$ cat src/rtl/inst_fetch_responder_pkg.sv
// Shared definitions for the instruction fetch responder and the processor side.
package inst_fetch_responder_pkg;

    // Default widths shared with the processor fetch path.
    localparam int unsigned DATA_W_DEF = 8;
    localparam int unsigned ADDR_W_DEF = 2;

    // Opcode returned whenever no valid program data is available.
    localparam logic [7:0] NOP_OP = 8'h00;

    // Responder control states.
    typedef enum logic [1:0] {
        st_empty,
        st_load,
        st_run
    } state_e;

endpackage

$ cat src/rtl/inst_fetch_responder_if.sv
// Loader and fetch bus between the program loader/processor and the responder.
interface inst_fetch_responder_if #(
    parameter int unsigned DATA_W = 8,
    parameter int unsigned ADDR_W = 2
) ();

    logic              load_start;
    logic [DATA_W-1:0] load_data;
    logic              load_valid;
    logic              load_ready;
    logic              load_done;
    logic [ADDR_W-1:0] address;
    logic [DATA_W-1:0] instruction;
    logic              inst_valid;

    // Loader/processor side.
    modport master (
        output load_start, load_data, load_valid, address,
        input  load_ready, load_done, instruction, inst_valid
    );

    // Responder side.
    modport slave (
        input  load_start, load_data, load_valid, address,
        output load_ready, load_done, instruction, inst_valid
    );

endinterface

$ cat src/rtl/inst_fetch_responder_store_array.sv
// DEPTH x DATA_W program store with a synchronous write port and a registered read port.
module inst_fetch_responder_store_array #(
    parameter int unsigned       DATA_W = 8,
    parameter int unsigned       ADDR_W = 2,
    parameter int unsigned       DEPTH  = 4,
    parameter int unsigned       PTR_W  = 2,
    parameter logic [DATA_W-1:0] NOP    = '0
) (
    input  logic              clk,
    input  logic              reset_n,
    input  logic              wr_en,
    input  logic [PTR_W-1:0]  wr_addr,
    input  logic [DATA_W-1:0] wr_data,
    input  logic              rd_en,
    input  logic [ADDR_W-1:0] rd_addr,
    output logic [DATA_W-1:0] rd_data
);

    logic [DATA_W-1:0] mem_q [DEPTH];
    logic [DATA_W-1:0] rd_q;
    logic              rd_in_range;

    // Addresses past the last entry read back as NOP rather than aliasing.
    assign rd_in_range = 32'(rd_addr) < DEPTH;

    // Program storage; reset clears every entry to NOP.
    always_ff @(posedge clk or negedge reset_n) begin
        if (!reset_n) begin
            for (int i = 0; i < int'(DEPTH); i++) begin
                mem_q[i] <= NOP;
            end
        end else if (wr_en) begin
            mem_q[wr_addr] <= wr_data;
        end
    end

    // Registered read; a disabled read presents NOP.
    always_ff @(posedge clk or negedge reset_n) begin
        if (!reset_n) begin
            rd_q <= NOP;
        end else if (rd_en && rd_in_range) begin
            rd_q <= mem_q[rd_addr];
        end else begin
            rd_q <= NOP;
        end
    end

    assign rd_data = rd_q;

endmodule

$ cat src/rtl/inst_fetch_responder.sv
// Instruction fetch responder: loads a small program store over a valid/ready port,
// then answers fetch addresses with a registered instruction one clock later.
module inst_fetch_responder
    import inst_fetch_responder_pkg::*;
#(
    parameter int unsigned       DATA_W = DATA_W_DEF,
    parameter int unsigned       ADDR_W = ADDR_W_DEF,
    parameter int unsigned       DEPTH  = 4,
    parameter logic [DATA_W-1:0] NOP    = DATA_W'(NOP_OP)
) (
    input logic                  clk,
    input logic                  reset_n,
    inst_fetch_responder_if.slave bus
);

    localparam int unsigned      PTR_W = (DEPTH > 1) ? $clog2(DEPTH) : 1;
    localparam logic [PTR_W-1:0] LAST  = PTR_W'(DEPTH - 1);

    state_e           state_q, state_d;
    logic [PTR_W-1:0] ptr_q, ptr_d;
    logic             done_q, done_d;
    logic             valid_q, valid_d;
    logic             wr_en;
    logic             rd_en;
    logic             xfer;

    assign bus.load_ready = (state_q == st_load);
    assign xfer           = bus.load_ready && bus.load_valid;

    // State, write pointer and registered status flags.
    always_ff @(posedge clk or negedge reset_n) begin
        if (!reset_n) begin
            state_q <= st_empty;
            ptr_q   <= '0;
            done_q  <= 1'b0;
            valid_q <= 1'b0;
        end else begin
            state_q <= state_d;
            ptr_q   <= ptr_d;
            done_q  <= done_d;
            valid_q <= valid_d;
        end
    end

    // Next-state, pointer advance and store strobes.
    always_comb begin
        state_d = state_q;
        ptr_d   = ptr_q;
        done_d  = 1'b0;
        valid_d = 1'b0;
        wr_en   = 1'b0;
        rd_en   = 1'b0;
        unique case (state_q)
            st_empty: begin
                if (bus.load_start) begin
                    state_d = st_load;
                    ptr_d   = '0;
                end
            end
            st_load: begin
                // load_start is deliberately ignored here, including on the last byte.
                if (xfer) begin
                    wr_en = 1'b1;
                    if (ptr_q == LAST) begin
                        ptr_d   = '0;
                        state_d = st_run;
                        done_d  = 1'b1;
                    end else begin
                        ptr_d = ptr_q + PTR_W'(1);
                    end
                end
            end
            st_run: begin
                // A reload request wins over the fetch issued in the same cycle.
                if (bus.load_start) begin
                    state_d = st_load;
                    ptr_d   = '0;
                end else begin
                    rd_en   = 1'b1;
                    valid_d = 1'b1;
                end
            end
            default: begin
                state_d = st_empty;
                ptr_d   = '0;
            end
        endcase
    end

    inst_fetch_responder_store_array #(
        .DATA_W (DATA_W),
        .ADDR_W (ADDR_W),
        .DEPTH  (DEPTH),
        .PTR_W  (PTR_W),
        .NOP    (NOP)
    ) u_store (
        .clk     (clk),
        .reset_n (reset_n),
        .wr_en   (wr_en),
        .wr_addr (ptr_q),
        .wr_data (bus.load_data),
        .rd_en   (rd_en),
        .rd_addr (bus.address),
        .rd_data (bus.instruction)
    );

    assign bus.load_done  = done_q;
    assign bus.inst_valid = valid_q;

endmodule

$ cat src/flat_wrapper.sv
// flat-port wrapper written by rule: the top's interface ports become plain ports
module inst_fetch_responder_flat import inst_fetch_responder_pkg::*;
#(
    parameter int unsigned       DATA_W = DATA_W_DEF,
    parameter int unsigned       ADDR_W = ADDR_W_DEF,
    parameter int unsigned       DEPTH  = 4,
    parameter logic [DATA_W-1:0] NOP    = DATA_W'(NOP_OP)
)
  (clk, reset_n, bus_load_start, bus_load_data, bus_load_valid, bus_address, bus_load_ready, bus_load_done, bus_instruction, bus_inst_valid);
  inst_fetch_responder_if #(.DATA_W(DATA_W), .ADDR_W(ADDR_W)) bus_i ();
  input logic clk;
  input logic reset_n;
  input wire logic [$bits(bus_i.load_start)-1:0] bus_load_start;
  input wire logic [$bits(bus_i.load_data)-1:0] bus_load_data;
  input wire logic [$bits(bus_i.load_valid)-1:0] bus_load_valid;
  input wire logic [$bits(bus_i.address)-1:0] bus_address;
  output wire logic [$bits(bus_i.load_ready)-1:0] bus_load_ready;
  output wire logic [$bits(bus_i.load_done)-1:0] bus_load_done;
  output wire logic [$bits(bus_i.instruction)-1:0] bus_instruction;
  output wire logic [$bits(bus_i.inst_valid)-1:0] bus_inst_valid;
  assign bus_i.load_start = bus_load_start;
  assign bus_i.load_data = bus_load_data;
  assign bus_i.load_valid = bus_load_valid;
  assign bus_i.address = bus_address;
  assign bus_load_ready = bus_i.load_ready;
  assign bus_load_done = bus_i.load_done;
  assign bus_instruction = bus_i.instruction;
  assign bus_inst_valid = bus_i.inst_valid;
  inst_fetch_responder #(.DATA_W(DATA_W), .ADDR_W(ADDR_W), .DEPTH(DEPTH), .NOP(NOP)) u_core (.clk(clk), .reset_n(reset_n), .bus(bus_i));
endmodule
$ cat config.mk
export PLATFORM = sky130hd
export DESIGN_NAME = inst_fetch_responder_flat
export DESIGN_NICKNAME = d
export VERILOG_FILES = /design/src/rtl/inst_fetch_responder_pkg.sv /design/src/rtl/inst_fetch_responder_if.sv /design/src/rtl/inst_fetch_responder_store_array.sv /design/src/rtl/inst_fetch_responder.sv /design/src/flat_wrapper.sv
export SDC_FILE = /design/constraint.sdc
export NUM_CORES = 1
export LEC_CHECK = 0
export BUFFER_PORTS_ARGS = -buffer_cell sky130_fd_sc_hd__buf_4
export CORE_ASPECT_RATIO = 1.25
export CORE_UTILIZATION = 45
export DETAILED_ROUTE_END_ITERATION = 16
export GPL_TIMING_DRIVEN = 0
export PLACE_DENSITY = 0.64
export RECOVER_POWER = 50
export SETUP_SLACK_MARGIN = 0.05
export SLEW_MARGIN = 40
export SYNTH_ARGS = -nofsm -noshare
export SYNTH_HDL_FRONTEND = slang
export SYNTH_SLANG_ARGS = --single-unit
export TNS_END_PERCENT = 30
$ cat constraint.sdc
create_clock -name clk -period 2.08 [get_ports clk]
set_input_delay 0 -clock clk [delete_from_list [all_inputs] [get_ports clk]]
set_output_delay 0 -clock clk [all_outputs]
set_load 0.05 [all_outputs]
* Word level (Yosys, flattened, before mapping) *
Index checks and enable logic that the tools add are counted.

operators by class
  add/subtract/negate cells = 1
  magnitude comparators = 3
  equality and inequality tests = 6
  multiplexer cells = 22
  bitwise gates (word level) = 2
  reductions and logical operators = 6

operator list
  cell                   count
  $bwmux W32             1
  $mux W8                4
  $bmux W8 S2            1
  $demux W8 S2           1
  $mux W2                6
  $pmux W2 S2            2
  $mux W1                7
  $ge A3 B3 Y1 const B   2
  $not A2 Y3             2
  $eq A2 B2 Y1 const B   2
  $ne A2 B2 Y1 const B   2
  $lt A3 B1 Y1 const B   1
  $reduce_and A3 Y1      1
  $add A2 B1 Y2 const B  1
  $eq A2 B1 Y1 const B   1
  $logic_and A1 B1 Y1    2
  $logic_not A2 Y1       1
  $ne A2 B1 Y1 const B   1
  $reduce_and A2 Y1      1
  $reduce_or A2 Y1       1

storage, ports and cells
  flip-flop bits (word level) = 46
  bits of input ports = 14
  output and inout bits = 11
  logic and storage cells = 49

* Longest topological paths before layout *
Gate-level depths: netlist of run 1.

  word-level depth = 6
  mapped depth = 5
  depth with buffers taken out = 4

* Modules after synthesis *
A second synthesis of run 1 with hierarchy kept.

unflattened totals
  cell total of the unflattened synthesis = 131
  area total of the unflattened synthesis = 1,910.6 sq um

by module, submodules not included
  module                            times used  cells an instance  area an instance (sq um)  sequential area each (sq um)
  inst_fetch_responder_store_array  1           105                1,649.1                   1,001.0
  inst_fetch_responder              1           26                 261.5                     150.1

* Least setup slack after synthesis of run 1 *
Ideal clock, no wire load.

  path type = register to register
  from = register u_core.state_q[1]
  to = register u_core.u_store.mem_q[0] (netlist bit)
  setup time = 0.125 ns
  arrival time = 1.223 ns
  data required time = 1.955 ns
  path slack = 0.732 ns
  cell stages (with the launch flop) = 5
  path buffers = 1
  clock period less this slack = 1.348 ns
  path through = dfrtp_1 > and3b_4 > buf_12 > nand2_8 > mux2_4

between the ends
  word-level cells in the longest chain between the ends = 4

RTL lines
  what                             line                                                    text
  from (decl)                      inst_fetch_responder.sv:19                              state_e state_q, state_d;
  from (signal assigned)           inst_fetch_responder.sv:33                              state_q <= st_empty;
  from (signal assigned)           inst_fetch_responder.sv:38                              state_q <= state_d;
  $eq A2 B1 Y1 (*)                 inst_fetch_responder.sv:27, inst_fetch_responder.sv:53
  $logic_and A1 B1 Y1              inst_fetch_responder.sv:28                              assign xfer = bus.load_ready && bus.load_valid;
  $mux W1                          inst_fetch_responder.sv:62                              if (xfer) begin
  $mux W1 (*)                      inst_fetch_responder.sv:53                              unique case (state_q)
  to (signal, indexed assignment)  inst_fetch_responder_store_array.sv:33                  mem_q[wr_addr] <= wr_data;
  to (decl)                        inst_fetch_responder_store_array.sv:19                  logic [DATA_W-1:0] mem_q [DEPTH];

Every way passes the cells marked *; elsewhere a longest branch is shown, timed or not.
A chain may end at the register's enable or synchronous reset.

* Worst setup path in the final report of run 1 *
  from = register u_core.state_q[1]
  to = register u_core.u_store.mem_q[3] (netlist bit)

The elaborated chain is that of the path after synthesis.

==> summary.txt, run 1 <==
Setup path
  • Worst EP arrival: 1620 ps
  • CP startpoint kind: flip-flop
  • Max incr delay on CP: 420 ps
  • Setup CP Type: flip-flop to flip-flop
  • Worst-path cell chain: and3b_4 > buf_12 > nand2_8 > mux2_4
  • Max FO, Critical Path: 9
  • Crit-path slowest cell: dfrtp_1
  • CP bufs+invs: 1
  • CP Data Required Time: 2260 ps
  • CP Capture Type: flip-flop
  • CP top delay family: simple AND/OR/NAND/NOR gates

Clocking
  • TritonCTS Sinks: 46
  • Root Buffer: clkbuf_8
  • CTS tree: done
  • # Post-CTS Setup Buffers: 0
  • Clk pin slew, worst setup/hold paths: 90 ps
  • CTS max path bufs: 2
  • CTS Buf Count: 5
  • H-tree depth: 2
  • Clock Latency Late Sink: 290 ps

Synthesis
  • Synth cell count leaders: dfrtp_1 (46), mux2_4 (32), mux2i_1 (16)
  • Post-synthesis sequential area ratio: 53.2%
  • Top cell type's share of synthesized area: 53.2%
  • Syn_nets: 155
  • Largest cells by area after synthesis: dfrtp_1 (53%), mux2_4 (22%), mux2i_1 (7.4%)
  • Cells after Synth: 136
  • Area leader, netlist: dfrtp_1
  • Syn Area/Cell: 15.9 µm²
  • Synthesized cell area: 2160 µm²
  • Top FF cell, synth: dfrtp_1
  • Async set or reset register ratio after synthesis: 100%
  • Most common cell in the synthesized netlist: dfrtp_1
  • EDFF count, synth: 0
  • #FFs+latches synth: 46
  • Count of unique library cells instantiated by Yosys: 25
  • Synthesis Warnings: 0

Global routing
  • Largest net degree at the start of global routing: 47
  • All-Layer GR Usage: 17.3%
  • Total congestion overflow: 0
  • Initial antenna violation count: 0
  • Vias in the first global route: 1,320
  • First-pass GRT wire length: 6580 µm

Layout
  • Final layout net count: 195
  • Proportion of layout cells with a drive suffix above 1: 40.1%
  • Antenna diodes: 0
  • Post-route cell area: 2630 µm²
  • Fillers: 383
  • Area growth from synthesis to layout: 21.6%
  • Area of the multi-input gates: 951 µm²
  • Sequential Area: 1150 µm²

Floorplanning
  • Die Area: 5090 µm²
  • I/O pin count: 25
  • Std-Cell Rows: 27
  • Die Wd: 64.0 µm
  • Starting Density: 48.1%
  • Core box area: 4490 µm²
  • Die Ht: 79.5 µm

Placement
  • Port buffer count: 23
  • Placed cell areas: 2410 µm²
  • Hpwl dp: 2640 µm
  • Final GP Congestion: 0.759

Drt
  • DRT Wirelength: 3970 µm
  • Detailed-route DRC error count: 0
  • Initial drt markers: 41
  • Vias per std cell: 5.15
  • ANT nets after route: 0
  • Pre-Repair DR Iteration Count: 3
  • Via Count: 1,211
  • DR WL/cell: 16.9 µm

Pwr
  • Peak supply drop: 916 µV
  • PwrDens: 1370 nW/µm²
  • P_leak: 0.00131 µW

STA
  • Slew @ Worst Pin: 1130 ps
  • Period minus WS final: 1440 ps
  • Setup violators final: 0
  • Hold Vio Cnt, Final: 0
  • Setup TNS: 0 ps
  • Final period utilization: 69.1%
  • Post-route clock skew: 6.83 ps
  • RSZ-0062 raised after global routing: false
  • Slew Viols, Final: 0
  • Headroom to the max-slew limit: 24.6%
  • Max Clk Rate: 696 MHz

Run
  • Max-cap viol count: 0

Hold path
  • Worst Hold Class: primary input to flip-flop

Status
  • Status: finished, final reports clean
metal layers:
metal	global-route usage [%]	part of all wire [%]	vias to the layer above
li1	-	-	565
met1	20.6	42	610
met2	29.7	52	30
met3	5.43	4.7	6
met4	5.45	1.3	0
met5	0	0	-
sequential cells by signal, indices dropped and copies added (netlist names):
signal,flops
u_core.u_store.mem_q,32
u_core.u_store.rd_data,8
u_core.ptr_q,2
u_core.state_q,2
u_core.bus.inst_valid,1
u_core.bus.load_done,1
cells by family (layout without fill, tap and decap cells):
family	after synthesis	after routing	synth area share, %
AND/OR/NAND/NOR	13	13	6.65
multiplexers	49	49	30.1
flip-flops	46	46	53.2
AO/OA/AOI/OAI	14	14	4.28
buffers and inverters	9	50	2.83
adder cells (fa/ha/maj)	5	5	2.89
metrics by stage:
| stage | setup slack [ps] | total power (µW) | hold slack [ps] | std cells | utilization [%] |
|---|---|---|---|---|---|
| final | 643 | 3610 | 100 | 235 | 58.5 |
| after global routing | 585 | 3800 | 140 | 235 | 58.5 |
| after CTS | 619 | 3650 | 102 | 235 | 59.0 |
| after detailed placement | 634 | 2820 | 42.4 | 217 | 53.6 |
| after global placement | 654 | 2740 | 14.8 | 217 | 53.6 |
| after floorplan | 732 | 2540 | -296 | 136 | - |
tightest hold or removal path: stages:
cell and delay, ps:
buf_4 110, nor2b_1 40, o21ai_0 130, o31ai_1 70
area by class of cell:
cell class	instances	area share, %
tap	58	2.76
inverter	3	0.428
multi-input combinational	81	36.2
clock buffer	6	3.14
sequential	46	43.8
timing repair buffer	33	9.56
buffer	6	1.90
clock inverter	2	2.28
where the power goes:
group	internal [µW]	switching, µW	total [µW]
registers	1250	223	1470
logic	803	530	1330
clock network	512	288	800
total	2560	1040	3610
final timing paths:
path / start / end / slack (ps) / cells past startpoint
max in group asynchronous: reset_n / u_core.u_store.mem_q[15] / 940 / 2
worst max-delay path: u_core.state_q[1] / u_core.u_store.mem_q[3] / 640 / 4
worst min register to register: u_core.u_store.mem_q[27] / u_core.u_store.mem_q[27] / 510 / 1
min in group asynchronous: reset_n / u_core.u_store.rd_data[5] / 450 / 2
worst max register to register: u_core.state_q[1] / u_core.u_store.mem_q[3] / 640 / 4
worst min-delay path: bus_load_valid / u_core.ptr_q[0] / 100 / 4
cells in the final DEF, fill, tap and decap left out, types with 2 or more instances in the layout:
master	instances
clkbuf_8	6
buf_4	17
clkbuf_1	6
inv_1	3
bufinv_16	2
nor2_1	2
nand2_8	4
mux2_4	32
o22ai_1	8
o31ai_1	2
ha_1	5
buf_2	3
mux2i_1	16
dlygate4sd3_1	10
dfrtp_1	46
what timing repair did:
| action | CTS | global route |
|---|---|---|
| endpoints found under the setup margin | 0 | 0 |
| hold buffers | 10 | 0 |
| gates resized for setup | 0 | 0 |
| hold endpoints to repair | 81 | 0 |
Power figures use the tool's default switching activity.
==> run 2, diff against run 1 <==
--- a/config.mk
+++ b/config.mk
@@ -10,7 +10,7 @@
 export CORE_UTILIZATION = 45
 export DETAILED_ROUTE_END_ITERATION = 16
 export GPL_TIMING_DRIVEN = 0
-export PLACE_DENSITY = 0.64
+export PLACE_DENSITY = 0.67
 export RECOVER_POWER = 50
 export SETUP_SLACK_MARGIN = 0.05
 export SLEW_MARGIN = 40
==> constraint.sdc (replaced) <==
create_clock -name clk -period 1.2 [get_ports clk]
set_input_delay 0 -clock clk [delete_from_list [all_inputs] [get_ports clk]]
set_output_delay 0 -clock clk [all_outputs]
set_load 0.05 [all_outputs]
==> summary.txt, run 2 (same netlist as run 1, synthesis figures left out) <==
Floorplanning
  • Die Ht: 79.5 µm
  • I/O pin count: 25
  • Core box area: 4490 µm²
  • Starting Density: 48.1%
  • Die Area: 5090 µm²
  • Std-Cell Rows: 27
  • Die Wd: 64.0 µm

Setup path
  • Max incr delay on CP: 410 ps
  • CP bufs+invs: 1
  • CP startpoint kind: flip-flop
  • Crit-path slowest cell: dfrtp_1
  • Reg2Reg Capture Point: u_core.u_store.mem_q[4]
  • Worst EP arrival: 1600 ps
  • Max FO, Critical Path: 9
  • Reg2reg start: u_core.state_q[1]
  • R2R depth: 4
  • CP Capture Type: flip-flop
  • CP Data Required Time: 1380 ps
  • Critical path depth: 4
  • Setup CP Type: flip-flop to flip-flop
  • Reg2reg setup slack: -220 ps
  • Worst-path cell chain: and3b_4 > buf_12 > nand2_8 > mux2_4
  • CP top delay family: simple AND/OR/NAND/NOR gates

Run
  • Max-cap viol count: 0

Clocking
  • Root Buffer: clkbuf_8
  • Clk pin slew, worst setup/hold paths: 80 ps
  • CTS Buf Count: 5
  • Clock Latency Late Sink: 300 ps
  • H-tree depth: 2
  • CTS max path bufs: 2
  • CTS tree: done
  • TritonCTS Sinks: 46

Pwr
  • Clock share of power: 16.6%
  • Switching share of total power: 31.7%
  • PwrDens: 2240 nW/µm²
  • P_leak: 0.00133 µW
  • Design Power: 5980 µW
  • Comb power frac: 40.8%
  • Seq pwr share: 42.7%
  • Peak supply drop: 1490 µV
  • Cell-internal power: 4090 µW
  • P_sw: 1890 µW

Global routing
  • All-Layer GR Usage: 18.2%
  • Largest net degree at the start of global routing: 47
  • Vias in the first global route: 1,300
  • Total congestion overflow: 0
  • GR peak layer: met2
  • First-pass GRT wire length: 6910 µm
  • M3 GR Usage: 2.57%
  • GR Layer Usage met2: 29.6%
  • Initial antenna violation count: 0
  • Met1 capacity usage during global routing: 23.5%

Layout
  • Max reg flops: 32
  • Proportion of layout cells with a drive suffix above 1: 50.0%
  • Biggest register: u_core.u_store.mem_q
  • Antenna diodes: 0
  • Most frequent cells in the layout: dfrtp_1 (45), mux2_4 (32), buf_4 (23)
  • Fin util: 59.6%
  • Most common cell after layout, fill and taps aside: dfrtp_1
  • Final layout net count: 196
  • Area growth from synthesis to layout: 23.7%

Drt
  • Pre-Repair DR Iteration Count: 4
  • ANT nets after route: 0
  • Detailed-route DRC error count: 0
  • Initial drt markers: 58
  • DRT Wirelength: 4060 µm
  • Via Count: 1,223
  • Vias per std cell: 5.18
  • DR WL/cell: 17.2 µm

STA
  • Setup TNS: -6760 ps
  • Fin Hold WS: 18.2 ps
  • RSZ-0062 raised after global routing: true
  • Post-route clock skew: 7.83 ps
  • Slew Viols, Final: 0
  • Headroom to the max-slew limit: 59.4%
  • Final period utilization: 118%
  • Setup violators final: 43
  • Hold Vio Cnt, Final: 0
  • Final worst slack: -215 ps
  • Period minus WS final: 1420 ps
  • Max Clk Rate: 707 MHz
  • Slew @ Worst Pin: 609 ps

Status
  • Failing checks: negative setup slack
  • Status: finished with violations

Placement
  • Dpl ws: -253 ps
  • Final GP Congestion: 0.745
  • Hpwl dp: 2670 µm
  • Port buffer count: 23

Hold path
  • Worst Hold Class: primary input to flip-flop
  • Hold path startpoint: bus_load_start
  • Worst Hold End: u_core.bus.inst_valid
  • Hold Path Stages: 3
[run 2: changes by cell type in the layout (fill, tap and decap cells not counted), sizes merged]
cell	delta
buf	+7
bufinv	-2
clkbuf	-6
clkinv	+1
clkinvlp	+1
[run 2: per-stage QoR]
stage	instances	instance area, µm²
after floorplan	136	2160
after global placement	217	2410
after detailed placement	217	2410
after CTS	236	2640
after global routing	236	2680
final	236	2680
[run 2: power by group through the flow]
stage	registers, µW	logic [µW]	clock network (µW)
2_1_floorplan	2480	1930	0
3_3_place_gp	2510	2230	0
3_5_place_dp	2570	2310	0
4_1_cts	2540	2410	1010
5_1_grt	2630	2620	1060
6_report	2550	2440	991
[run 2: how the worst max path moves through the flow]
stage | end | startpoint
after floorplan | u_core.u_store.mem_q[0] | u_core.state_q[1]
after global placement | u_core.u_store.mem_q[7] | u_core.state_q[1]
after global routing | u_core.u_store.mem_q[4] | u_core.state_q[1]
after CTS | u_core.u_store.mem_q[4] | u_core.state_q[1]
after detailed placement | u_core.u_store.mem_q[7] | u_core.state_q[1]
final | u_core.u_store.mem_q[4] | u_core.state_q[1]
[run 2: cell type report]
cell class / instances / area [µm²]
Clock inverter: 2 / 12.5
Timing Repair Buffer: 35 / 292
Sequential cell: 46 / 1150
Buffer: 5 / 52.6
Multi-Input combinational cell: 81 / 1000
Inverter: 3 / 11.3
Clock buffer: 6 / 82.6
Tap cell: 58 / 72.6
Fill cell: 352 / 1820
[run 2: routing by layer]
metal | share of wire, % | wire length, µm
met5 | 0 | 0
met4 | 1.7 | 68
met3 | 3.3 | 136
met2 | 51 | 2080
met1 | 44 | 1780
[run 2: timing repair]
| item | in CTS | in global routing |
|---|---|---|
| hold buffers | 10 | 0 |
| hold endpoints to repair | 81 | 0 |
| endpoints found under the setup margin | 45 | 46 |
| resized for setup | 5 | 10 |
| pin swaps | 3 | 7 |
| buffers inserted | 2 | 0 |
[run 2: worst reg2reg max path, stage by stage (launching register included)]
cell	delay [ps]
dfrtp_1	410
and3b_4	310
buf_12	150
nand2_8	110
mux2_4	320
==> run 3, diff against run 2 <==
--- a/config.mk
+++ b/config.mk
@@ -10,8 +10,8 @@
 export CORE_UTILIZATION = 45
 export DETAILED_ROUTE_END_ITERATION = 16
 export GPL_TIMING_DRIVEN = 0
-export PLACE_DENSITY = 0.67
-export RECOVER_POWER = 50
+export PLACE_DENSITY = 0.65
+export RECOVER_POWER = 25
 export SETUP_SLACK_MARGIN = 0.05
 export SLEW_MARGIN = 40
 export SYNTH_ARGS = -nofsm -noshare
==> summary.txt, run 3 (same netlist as run 1, synthesis figures left out) <==
Floorplanning
  • Core box area: 4490 µm²
  • Die Ht: 79.5 µm
  • I/O pin count: 25
  • Std-Cell Rows: 27
  • Starting Density: 48.1%
  • Die Wd: 64.0 µm
  • Die Area: 5090 µm²

Pwr
  • Comb power frac: 40.8%
  • PwrDens: 2200 nW/µm²
  • Cell-internal power: 4100 µW
  • Seq pwr share: 42.8%
  • Clock share of power: 16.4%
  • Peak supply drop: 1660 µV
  • P_sw: 1850 µW
  • Switching share of total power: 31.1%
  • P_leak: 0.00135 µW

Global routing
  • Initial antenna violation count: 0
  • Total congestion overflow: 0
  • All-Layer GR Usage: 17.5%
  • Largest net degree at the start of global routing: 47
  • Vias in the first global route: 1,277
  • First-pass GRT wire length: 6560 µm

Drt
  • Initial drt markers: 70
  • DRT Wirelength: 3990 µm
  • Pre-Repair DR Iteration Count: 3
  • DR WL/cell: 16.7 µm
  • Vias per std cell: 5.15
  • Via Count: 1,226
  • ANT nets after route: 0
  • Detailed-route DRC error count: 0

Setup path
  • CP top delay family: simple AND/OR/NAND/NOR gates
  • Max incr delay on CP: 400 ps
  • Worst-path cell chain: and3b_4 > buf_12 > nand2_8 > mux2_4
  • CP Data Required Time: 1380 ps
  • CP bufs+invs: 1
  • Setup CP Type: flip-flop to flip-flop
  • CP Capture Type: flip-flop
  • Max FO, Critical Path: 9
  • Crit-path slowest cell: dfrtp_1
  • Worst EP arrival: 1600 ps
  • CP startpoint kind: flip-flop

Layout
  • Sequential Area: 1150 µm²
  • Area growth from synthesis to layout: 24.8%
  • Most frequent cells in the layout: dfrtp_1 (44), mux2_4 (32), buf_4 (23)
  • Final layout net count: 198
  • Antenna diodes: 0
  • Area of the multi-input gates: 1000 µm²
  • Biggest register: u_core.u_store.mem_q
  • Max reg flops: 32
  • Most common cell after layout, fill and taps aside: dfrtp_1
  • Fillers: 344
  • Proportion of layout cells with a drive suffix above 1: 50.6%

Placement
  • Final GP Congestion: 0.747
  • Hpwl dp: 2460 µm
  • Dpl ws: -238 ps
  • Port buffer count: 23

STA
  • Slew @ Worst Pin: 619 ps
  • Slew Viols, Final: 0
  • Setup violators final: 42
  • Fin Hold WS: 81.2 ps
  • Hold Vio Cnt, Final: 0
  • Max Clk Rate: 706 MHz
  • RSZ-0062 raised after global routing: true
  • Post-route clock skew: 7.24 ps
  • Final period utilization: 118%
  • Period minus WS final: 1420 ps
  • Headroom to the max-slew limit: 58.7%
  • Final worst slack: -217 ps

Clocking
  • CTS Buf Count: 5
  • Clock Latency Late Sink: 290 ps
  • TritonCTS Sinks: 46
  • Clk pin slew, worst setup/hold paths: 80 ps
  • CTS tree: done
  • CTS max path bufs: 2
  • Root Buffer: clkbuf_8
  • H-tree depth: 2

Run
  • Max-cap viol count: 0

Status
  • Status: finished with violations
  • Failing checks: negative setup slack

Hold path
  • Worst Hold Class: primary input to flip-flop
-- run 3: changes by cell type in the layout (fill, tap and decap cells not counted) --
cell	previous run	this run
buf_6	3	5
ha_1	2	4
ha_2	3	1
dfrtp_1	45	44
dfrtp_2	1	2
nand2b_1	1	0
nand2b_4	0	1
o21ai_0	0	1
o21ai_1	1	0
o22ai_1	2	3
o22ai_2	6	5
or3b_1	1	0
or3b_4	0	1
-- run 3: through the flow --
| stage | instances | total power [µW] | cell area [µm²] | setup TNS (ps) | util [%] |
|---|---|---|---|---|---|
| floorplan | 136 | 4410 | 2160 | -4700 | - |
| global placement | 217 | 4750 | 2410 | -8410 | 53.6 |
| detailed placement | 217 | 4850 | 2410 | -8240 | 53.6 |
| CTS | 238 | 5960 | 2670 | -7270 | 59.5 |
| global route | 238 | 6290 | 2700 | -9110 | 60.1 |
| finish | 238 | 5950 | 2700 | -7200 | 60.1 |
-- run 3: path summary, 6_finish.rpt --
check,from,to,slack [ps],depth (start not counted)
worst max-delay path,u_core.state_q[1],u_core.u_store.mem_q[3],-220,4
worst min register to register,u_core.u_store.mem_q[12],u_core.u_store.mem_q[12],520,1
worst max register to register,u_core.state_q[1],u_core.u_store.mem_q[3],-220,4
worst min-delay path,bus_load_start,u_core.bus.inst_valid,80,4
min in group asynchronous,reset_n,u_core.u_store.mem_q[29],280,2
max in group asynchronous,reset_n,u_core.ptr_q[1],470,2
-- run 3: area by class of cell --
cell class,count,area share [%]
Clock inverter,2,0.464
Multi-Input combinational cell,81,37.0
Tap cell,58,2.69
Timing Repair Buffer,37,11.6
Sequential cell,46,42.7
Clock buffer,6,3.06
Inverter,3,0.417
Buffer,5,1.95
-- run 3: power groups by stage --
stage / Combinational (µW) / Clock [µW] / Sequential, µW
floorplan: 1930 / 0 / 2480
global placement: 2240 / 0 / 2510
detailed placement: 2290 / 0 / 2560
CTS: 2420 / 1010 / 2530
global route: 2600 / 1070 / 2620
finish: 2430 / 974 / 2540
-- run 3: tightest hold or removal path, cell delays in order --
cell and delay (ps):
buf_4 80, nand2b_4 120, buf_6 90, nor2_1 50
-- run 3: what timing repair did --
action	CTS	global route
resized for setup	9	7
endpoints found under the setup margin	44	46
hold endpoints to repair	81	0
buffers inserted	4	0
pin swaps	6	3
hold buffers	10	0
-- run 3: routing by layer --
layer / wire length, µm / global-route usage [%]
met5: 0 / 0
met4: 65 / 6.82
met3: 128 / 4.14
met2: 1920 / 27.0
met1: 1870 / 23.7
